==> src/rtl/count_sequencer_if.sv <==
// Command/configuration and status bundle between control logic and count_sequencer.
// The master drives commands and per-run configuration; the slave returns count and flags.
interface count_sequencer_if #(
  parameter int WIDTH      = 3,
  parameter int PRESCALE_W = 4
);
  logic                  start;
  logic                  stop;
  logic                  pause;
  logic                  mode_down;
  logic                  periodic;
  logic [WIDTH-1:0]      limit;
  logic [PRESCALE_W-1:0] prescale;
  logic [WIDTH-1:0]      count;
  logic                  tick;
  logic                  wrap;
  logic                  busy;
  logic                  done;

  modport master (
    output start, stop, pause, mode_down, periodic, limit, prescale,
    input  count, tick, wrap, busy, done
  );

  modport slave (
    input  start, stop, pause, mode_down, periodic, limit, prescale,
    output count, tick, wrap, busy, done
  );
endinterface

==> src/rtl/count_sequencer.sv <==
// Prescaled up/down run sequencer: start/stop/pause commands, per-run latched
// configuration, one-shot or periodic runs, registered count/tick/wrap outputs.
module count_sequencer #(
  parameter int WIDTH      = 3,
  parameter int PRESCALE_W = 4
) (
  input  logic             clk,
  input  logic             rst,
  count_sequencer_if.slave bus
);

  typedef enum logic [1:0] {IDLE, RUN, PAUSE, DONE} state_t;

  localparam logic [WIDTH-1:0]      CNT_ONE = {{(WIDTH-1){1'b0}}, 1'b1};
  localparam logic [PRESCALE_W-1:0] PSC_ONE = {{(PRESCALE_W-1){1'b0}}, 1'b1};

  state_t                state_q, state_nxt;
  logic [WIDTH-1:0]      count_q, count_nxt;
  logic [WIDTH-1:0]      limit_q, limit_nxt;
  logic [PRESCALE_W-1:0] psc_q, psc_nxt;
  logic [PRESCALE_W-1:0] ps_q, ps_nxt;
  logic                  down_q, down_nxt;
  logic                  per_q, per_nxt;
  logic                  tick_q, tick_nxt;
  logic                  wrap_q, wrap_nxt;
  logic                  advance;
  logic [WIDTH-1:0]      end_val;
  logic [WIDTH-1:0]      start_val;

  function automatic logic [WIDTH-1:0] step_count(input logic [WIDTH-1:0] c,
                                                  input logic down);
    return down ? (c - CNT_ONE) : (c + CNT_ONE);
  endfunction

  assign end_val   = down_q ? '0 : limit_q;
  assign start_val = down_q ? limit_q : '0;

  always_comb begin
    state_nxt = state_q;
    count_nxt = count_q;
    psc_nxt   = psc_q;
    limit_nxt = limit_q;
    ps_nxt    = ps_q;
    down_nxt  = down_q;
    per_nxt   = per_q;
    tick_nxt  = 1'b0;
    wrap_nxt  = 1'b0;
    advance   = 1'b0;

    if (bus.stop) begin
      state_nxt = IDLE;
      count_nxt = '0;
      psc_nxt   = '0;
    end else begin
      case (state_q)
        IDLE, DONE: begin
          if (bus.start) begin
            limit_nxt = bus.limit;
            ps_nxt    = bus.prescale;
            down_nxt  = bus.mode_down;
            per_nxt   = bus.periodic;
            count_nxt = bus.mode_down ? bus.limit : '0;
            psc_nxt   = '0;
            state_nxt = RUN;
          end
        end
        RUN: begin
          if (bus.pause) state_nxt = PAUSE;
          else           advance   = 1'b1;
        end
        // Leaving PAUSE advances on the same edge, so only edges sampled with
        // pause high are lost and the run is shifted by exactly that amount.
        PAUSE: begin
          if (!bus.pause) begin
            state_nxt = RUN;
            advance   = 1'b1;
          end
        end
        default: state_nxt = IDLE;
      endcase
    end

    if (advance) begin
      if (psc_q == ps_q) begin
        psc_nxt  = '0;
        tick_nxt = 1'b1;
        if (count_q == end_val) begin
          wrap_nxt = 1'b1;
          if (per_q) count_nxt = start_val;
          else       state_nxt = DONE;
        end else begin
          count_nxt = step_count(count_q, down_q);
        end
      end else begin
        psc_nxt = psc_q + PSC_ONE;
      end
    end
  end

  always_ff @(posedge clk or posedge rst) begin
    if (rst) begin
      state_q <= IDLE;
      count_q <= '0;
      psc_q   <= '0;
      limit_q <= '0;
      ps_q    <= '0;
      down_q  <= 1'b0;
      per_q   <= 1'b0;
      tick_q  <= 1'b0;
      wrap_q  <= 1'b0;
    end else begin
      state_q <= state_nxt;
      count_q <= count_nxt;
      psc_q   <= psc_nxt;
      limit_q <= limit_nxt;
      ps_q    <= ps_nxt;
      down_q  <= down_nxt;
      per_q   <= per_nxt;
      tick_q  <= tick_nxt;
      wrap_q  <= wrap_nxt;
    end
  end

  assign bus.count = count_q;
  assign bus.tick  = tick_q;
  assign bus.wrap  = wrap_q;
  assign bus.busy  = (state_q == RUN) || (state_q == PAUSE);
  assign bus.done  = (state_q == DONE);

endmodule

==> src/flat_wrapper.sv <==
// flat-port wrapper written by rule: the top's interface ports become plain ports
module count_sequencer_flat 
#(
  parameter int WIDTH      = 3,
  parameter int PRESCALE_W = 4
)
  (clk, rst, bus_start, bus_stop, bus_pause, bus_mode_down, bus_periodic, bus_limit, bus_prescale, bus_count, bus_tick, bus_wrap, bus_busy, bus_done);
  count_sequencer_if #(.WIDTH(WIDTH), .PRESCALE_W(PRESCALE_W)) bus_i ();
  input  logic clk;
  input  logic rst;
  input wire logic [$bits(bus_i.start)-1:0] bus_start;
  input wire logic [$bits(bus_i.stop)-1:0] bus_stop;
  input wire logic [$bits(bus_i.pause)-1:0] bus_pause;
  input wire logic [$bits(bus_i.mode_down)-1:0] bus_mode_down;
  input wire logic [$bits(bus_i.periodic)-1:0] bus_periodic;
  input wire logic [$bits(bus_i.limit)-1:0] bus_limit;
  input wire logic [$bits(bus_i.prescale)-1:0] bus_prescale;
  output wire logic [$bits(bus_i.count)-1:0] bus_count;
  output wire logic [$bits(bus_i.tick)-1:0] bus_tick;
  output wire logic [$bits(bus_i.wrap)-1:0] bus_wrap;
  output wire logic [$bits(bus_i.busy)-1:0] bus_busy;
  output wire logic [$bits(bus_i.done)-1:0] bus_done;
  assign bus_i.start = bus_start;
  assign bus_i.stop = bus_stop;
  assign bus_i.pause = bus_pause;
  assign bus_i.mode_down = bus_mode_down;
  assign bus_i.periodic = bus_periodic;
  assign bus_i.limit = bus_limit;
  assign bus_i.prescale = bus_prescale;
  assign bus_count = bus_i.count;
  assign bus_tick = bus_i.tick;
  assign bus_wrap = bus_i.wrap;
  assign bus_busy = bus_i.busy;
  assign bus_done = bus_i.done;
  count_sequencer #(.WIDTH(WIDTH), .PRESCALE_W(PRESCALE_W)) u_core (.clk(clk), .rst(rst), .bus(bus_i));
endmodule
==> config.mk <==
export PLATFORM = sky130hd
export DESIGN_NAME = count_sequencer_flat
export DESIGN_NICKNAME = d
export VERILOG_FILES = /design/src/rtl/count_sequencer_if.sv /design/src/rtl/count_sequencer.sv /design/src/flat_wrapper.sv
export SDC_FILE = /design/constraint.sdc
export NUM_CORES = 1
export LEC_CHECK = 0
export BUFFER_PORTS_ARGS = -buffer_cell sky130_fd_sc_hd__buf_2
export CORE_MARGIN = 10
export CORE_UTILIZATION = 50
export DETAILED_ROUTE_END_ITERATION = 16
export PLACE_DENSITY_LB_ADDON = 0.12
export SETUP_SLACK_MARGIN = 0.15
export SLEW_MARGIN = 5
export SYNTH_ARGS = -nofsm -noshare
export SYNTH_HDL_FRONTEND = slang
export SYNTH_SLANG_ARGS = --single-unit
==> constraint.sdc <==
create_clock -name clk -period 2.9 [get_ports clk]
set_clock_uncertainty 0.05 [all_clocks]
set_input_delay 0.145 -clock clk [delete_from_list [all_inputs] [get_ports clk]]
set_output_delay 0.145 -clock clk [all_outputs]
set_load 0.1 [all_outputs]
==> metrics list <==
- Status: completed
* Min-delay src: bus_limit[1]
- In this run, the number of DRC markers left after iteration 0 of detailed routing was 81.
- Area taken by multi-input logic gates: 626 um2
- Met1 Usage GRT: 0.162
- CTS saw 20 sinks.
* Number of buffer cells added on primary ports: 20
* Synthesized area divided by synthesized cell count: 9.01 um2
* Fraction of synthesized cell area taken by the top area cell type: 0.427
- The number of buffers and inverters on the critical path is 1.
* Detail Route Antenna Nets: 0
- Syn Inst Count: 130
- Among all stages on the critical path, the largest delay is contributed by nor2_1.
* Clock buffer depth: 2
- RePlAce Congestion: 0.824
- The final layout contains 179 nets.
- Number of synthesis warnings: 0
- The initialized floorplan defines 17 standard-cell rows.
* Start of the worst register-to-register path: u_core.state_q[0]
* Die Y: 68.4 um
* Relative slew slack: 0.491
- Vias in the first global route: 1020
- The share of the Yosys chip area taken by registers is 0.427.
* Leakage power figure: 0.000714 uW
* Kind of end point of the critical path: flop
- Entering global routing, the biggest net connects 21 pins.
- Inserted Clock Buffers: 3
- Count of flip-flops with a built-in enable after synthesis: 0
- Layout Utilization: 0.645
- In the post-route analysis, the smallest setup slack over all paths is 0.808 ns.
- Global routing usage on met2: 0.202
- Beginning of the critical path: u_core.state_q[0]
* Sort of element at the start of the critical path: flop
- Die footprint: 4680 um2
* Power density normalized to cell area: 653 nW/um2
* Fin. Hold Viols: 0
- The synthesized netlist occupies a cell area of 1170 um2.
- Summed over all nets, the half-perimeter wirelength after detailed placement is 2020 um.
- Maximum resistive drop on vdd: 0.605 mV
* Detailed Routing Iterations Pass 1: 4
* Leading cell types in the layout, fill and taps excluded: nand2_1 (30), buf_2 (20), dfrtp_1 (20)
- The core region is 2210 um2.
* Starting density of the core: 0.529
- Routed WL per cell: 14.2 um
* Post-CTS setup buffer count: 0
* Total negative slack: 0 ns
- Proportion of register bits with asynchronous set or reset after synthesis: 1.00
- Clock transition time at the flip-flop clock pins of the worst setup and hold paths: 0.11 ns
- Peak per-stage delay on the critical path: 0.60 ns
* Wire length of the first global-routing pass: 4680 um
- The most used flip-flop cell after synthesis is dfrtp_1.
- At the worst endpoint, the arrival time is 2.24 ns.
- Total Routing Usage GR: 0.125
- CTS built an H-tree with a depth of 1.
* Number of storage elements in the synthesis netlist: 20
- By area the synthesized netlist is led by dfrtp_1 (43%), nand2_1 (9.6%), xor2_1 (5.2%).
- Cell-by-cell trace of the critical path: inv_1 -> ha_1 -> nand2_1 -> nor2_1 -> a32oi_1 -> o32ai_1
* Family with the most delay on the worst path: simple AND/OR/NAND/NOR gates
* IO Count: 21
* DRC Markers: 0
- Fillers: 189
- Highest Clock Rate: 0.478 GHz
* Vias per cell: 5.51
- The number of antenna violations at the first check in global routing was 0.
* Number of diodes: 0
* Overall via count from detail_route: 1030
- Cell at the root of the clock tree: clkbuf_4
- Final number of max-transition violations: 0
* Final critical-path share of the clock period: 0.721
* Cells after DPL: 175
* Horiz. Die Dim: 68.4 um
- In this run the worst hold path is classified as in -> reg.
- At the later pin of the worst-skew pair, clock insertion delay measures 0.31 ns.
- Cell accounting for the most synthesized area: dfrtp_1
- Met3 global-route usage: 0.0326
- Minimum clock period: 2.09 ns
- Sum of routed wire length over all layers: 2660 um
- CTS tree: built
* Max_cap viols: 0
- Data required, critical path: 3.05 ns
* Number of nets produced by synthesis: 149
- CP Max Fanout: 13
* Distinct cell type count of the synthesized netlist: 37
- Number of failing setup endpoints in the final timing report: 0
- Setup repair after global routing left no endpoint under its margin.
- Transition time of the tightest slew-check pin: 0.760 ns
- Worst slack after detailed placement: 0.879 ns
- The layer flagged by global routing as most heavily used is met2.
* Seq. cell area: 500 um2
- From synthesis to final layout, the design area changed by 21.9%.
- Leading cell type in the layout, fill and taps excluded: nand2_1
- After global routing the overflow that remains totals 0.
* Non-filler instance count after layout: 187
* Class of the most critical setup path: reg -> reg
- Fraction of layout instances using a drive strength above 1: 0.201
## report_power, final
part / leakage (uW) / total [uW] / internal (uW) / switching, uW
Clock: 0.0000279 / 229 / 140 / 89.2
Sequential: 0.000264 / 388 / 325 / 62.7
Combinational: 0.000423 / 315 / 119 / 197
Total: 0.000714 / 932 / 583 / 349
## worst paths after layout
| kind | to | slack [ns] | cells past startpoint |
|---|---|---|---|
| setup / recovery | u_core.bus.count[0] | 0.81 | 6 |
| hold / removal | u_core.limit_q[1] | 0.02 | 3 |
| max in group asynchronous | u_core.state_q[1] | 1.86 | 3 |
| hold reg to reg | u_core.ps_q[2] | 0.46 | 2 |
| min in group asynchronous | u_core.ps_q[1] | 0.45 | 3 |
| setup reg to reg | u_core.bus.count[0] | 0.81 | 6 |
## kinds of logic after synthesis
group	Yosys count	synth area share
AND/OR/NAND/NOR	52	0.206
XOR/XNOR	7	0.0524
AO/OA/AOI/OAI	33	0.203
adder cells (fa/ha/maj)	5	0.0598
multiplexers	1	0.0128
flip-flops	20	0.427
buffers and inverters	12	0.0385
## synth_stat cells, types with 2 or more instances
cell and number:
o32ai_1 4, inv_1 9, nor3_1 2, dfrtp_1 20, xor2_1 7, nor2_1 8
ha_1 4, a21oi_1 3, clkbuf_1 3, a32oi_1 3, o21ai_0 12, nand2_1 30
## worst register-to-register path: stages (launching register included)
cell	delay [ns]
dfrtp_1	0.43
inv_1	0.07
ha_1	0.38
nand2_1	0.12
nor2_1	0.60
a32oi_1	0.21
o32ai_1	0.15
## state kept, by name, indices dropped and copies added (netlist names)
name,cells
u_core.limit_q,3
u_core.bus.count,3
u_core.per_q,1
u_core.ps_q,4
u_core.psc_q,4
u_core.down_q,1
u_core.bus.wrap,1
u_core.state_q,2
u_core.bus.tick,1
## stage by stage
step / hold WS (ns) / cell area, um2 / total power, uW
final: 0.0233 / 1430 / 932
after global routing: 0.0442 / 1430 / 1000
after CTS: 0.00530 / 1430 / 938
after detailed placement: 0.262 / 1290 / 700
after global placement: 0.257 / 1290 / 690
after floorplan: 0.0588 / 1170 / 625
## timing repair
item / CTS / global route
hold buffers: 8 / 0
resized for setup: 0 / 0
hold endpoints to repair: 27 / 0
## layer usage
metal	wire length, um	vias up
li1	-	517
met1	1190	487
met2	1310	24
met3	145	2
met4	14	0
met5	0	-
## cell type report
class | instances | area share
inverters | 9 | 0.0237
clock inverters | 1 | 0.0210
clock buffers | 3 | 0.0158
flip-flops and latches | 20 | 0.351
multi-input cells | 98 | 0.438
well taps | 28 | 0.0245
repair buffers | 28 | 0.126
No activity file was read; power rests on OpenSTA's default activity.
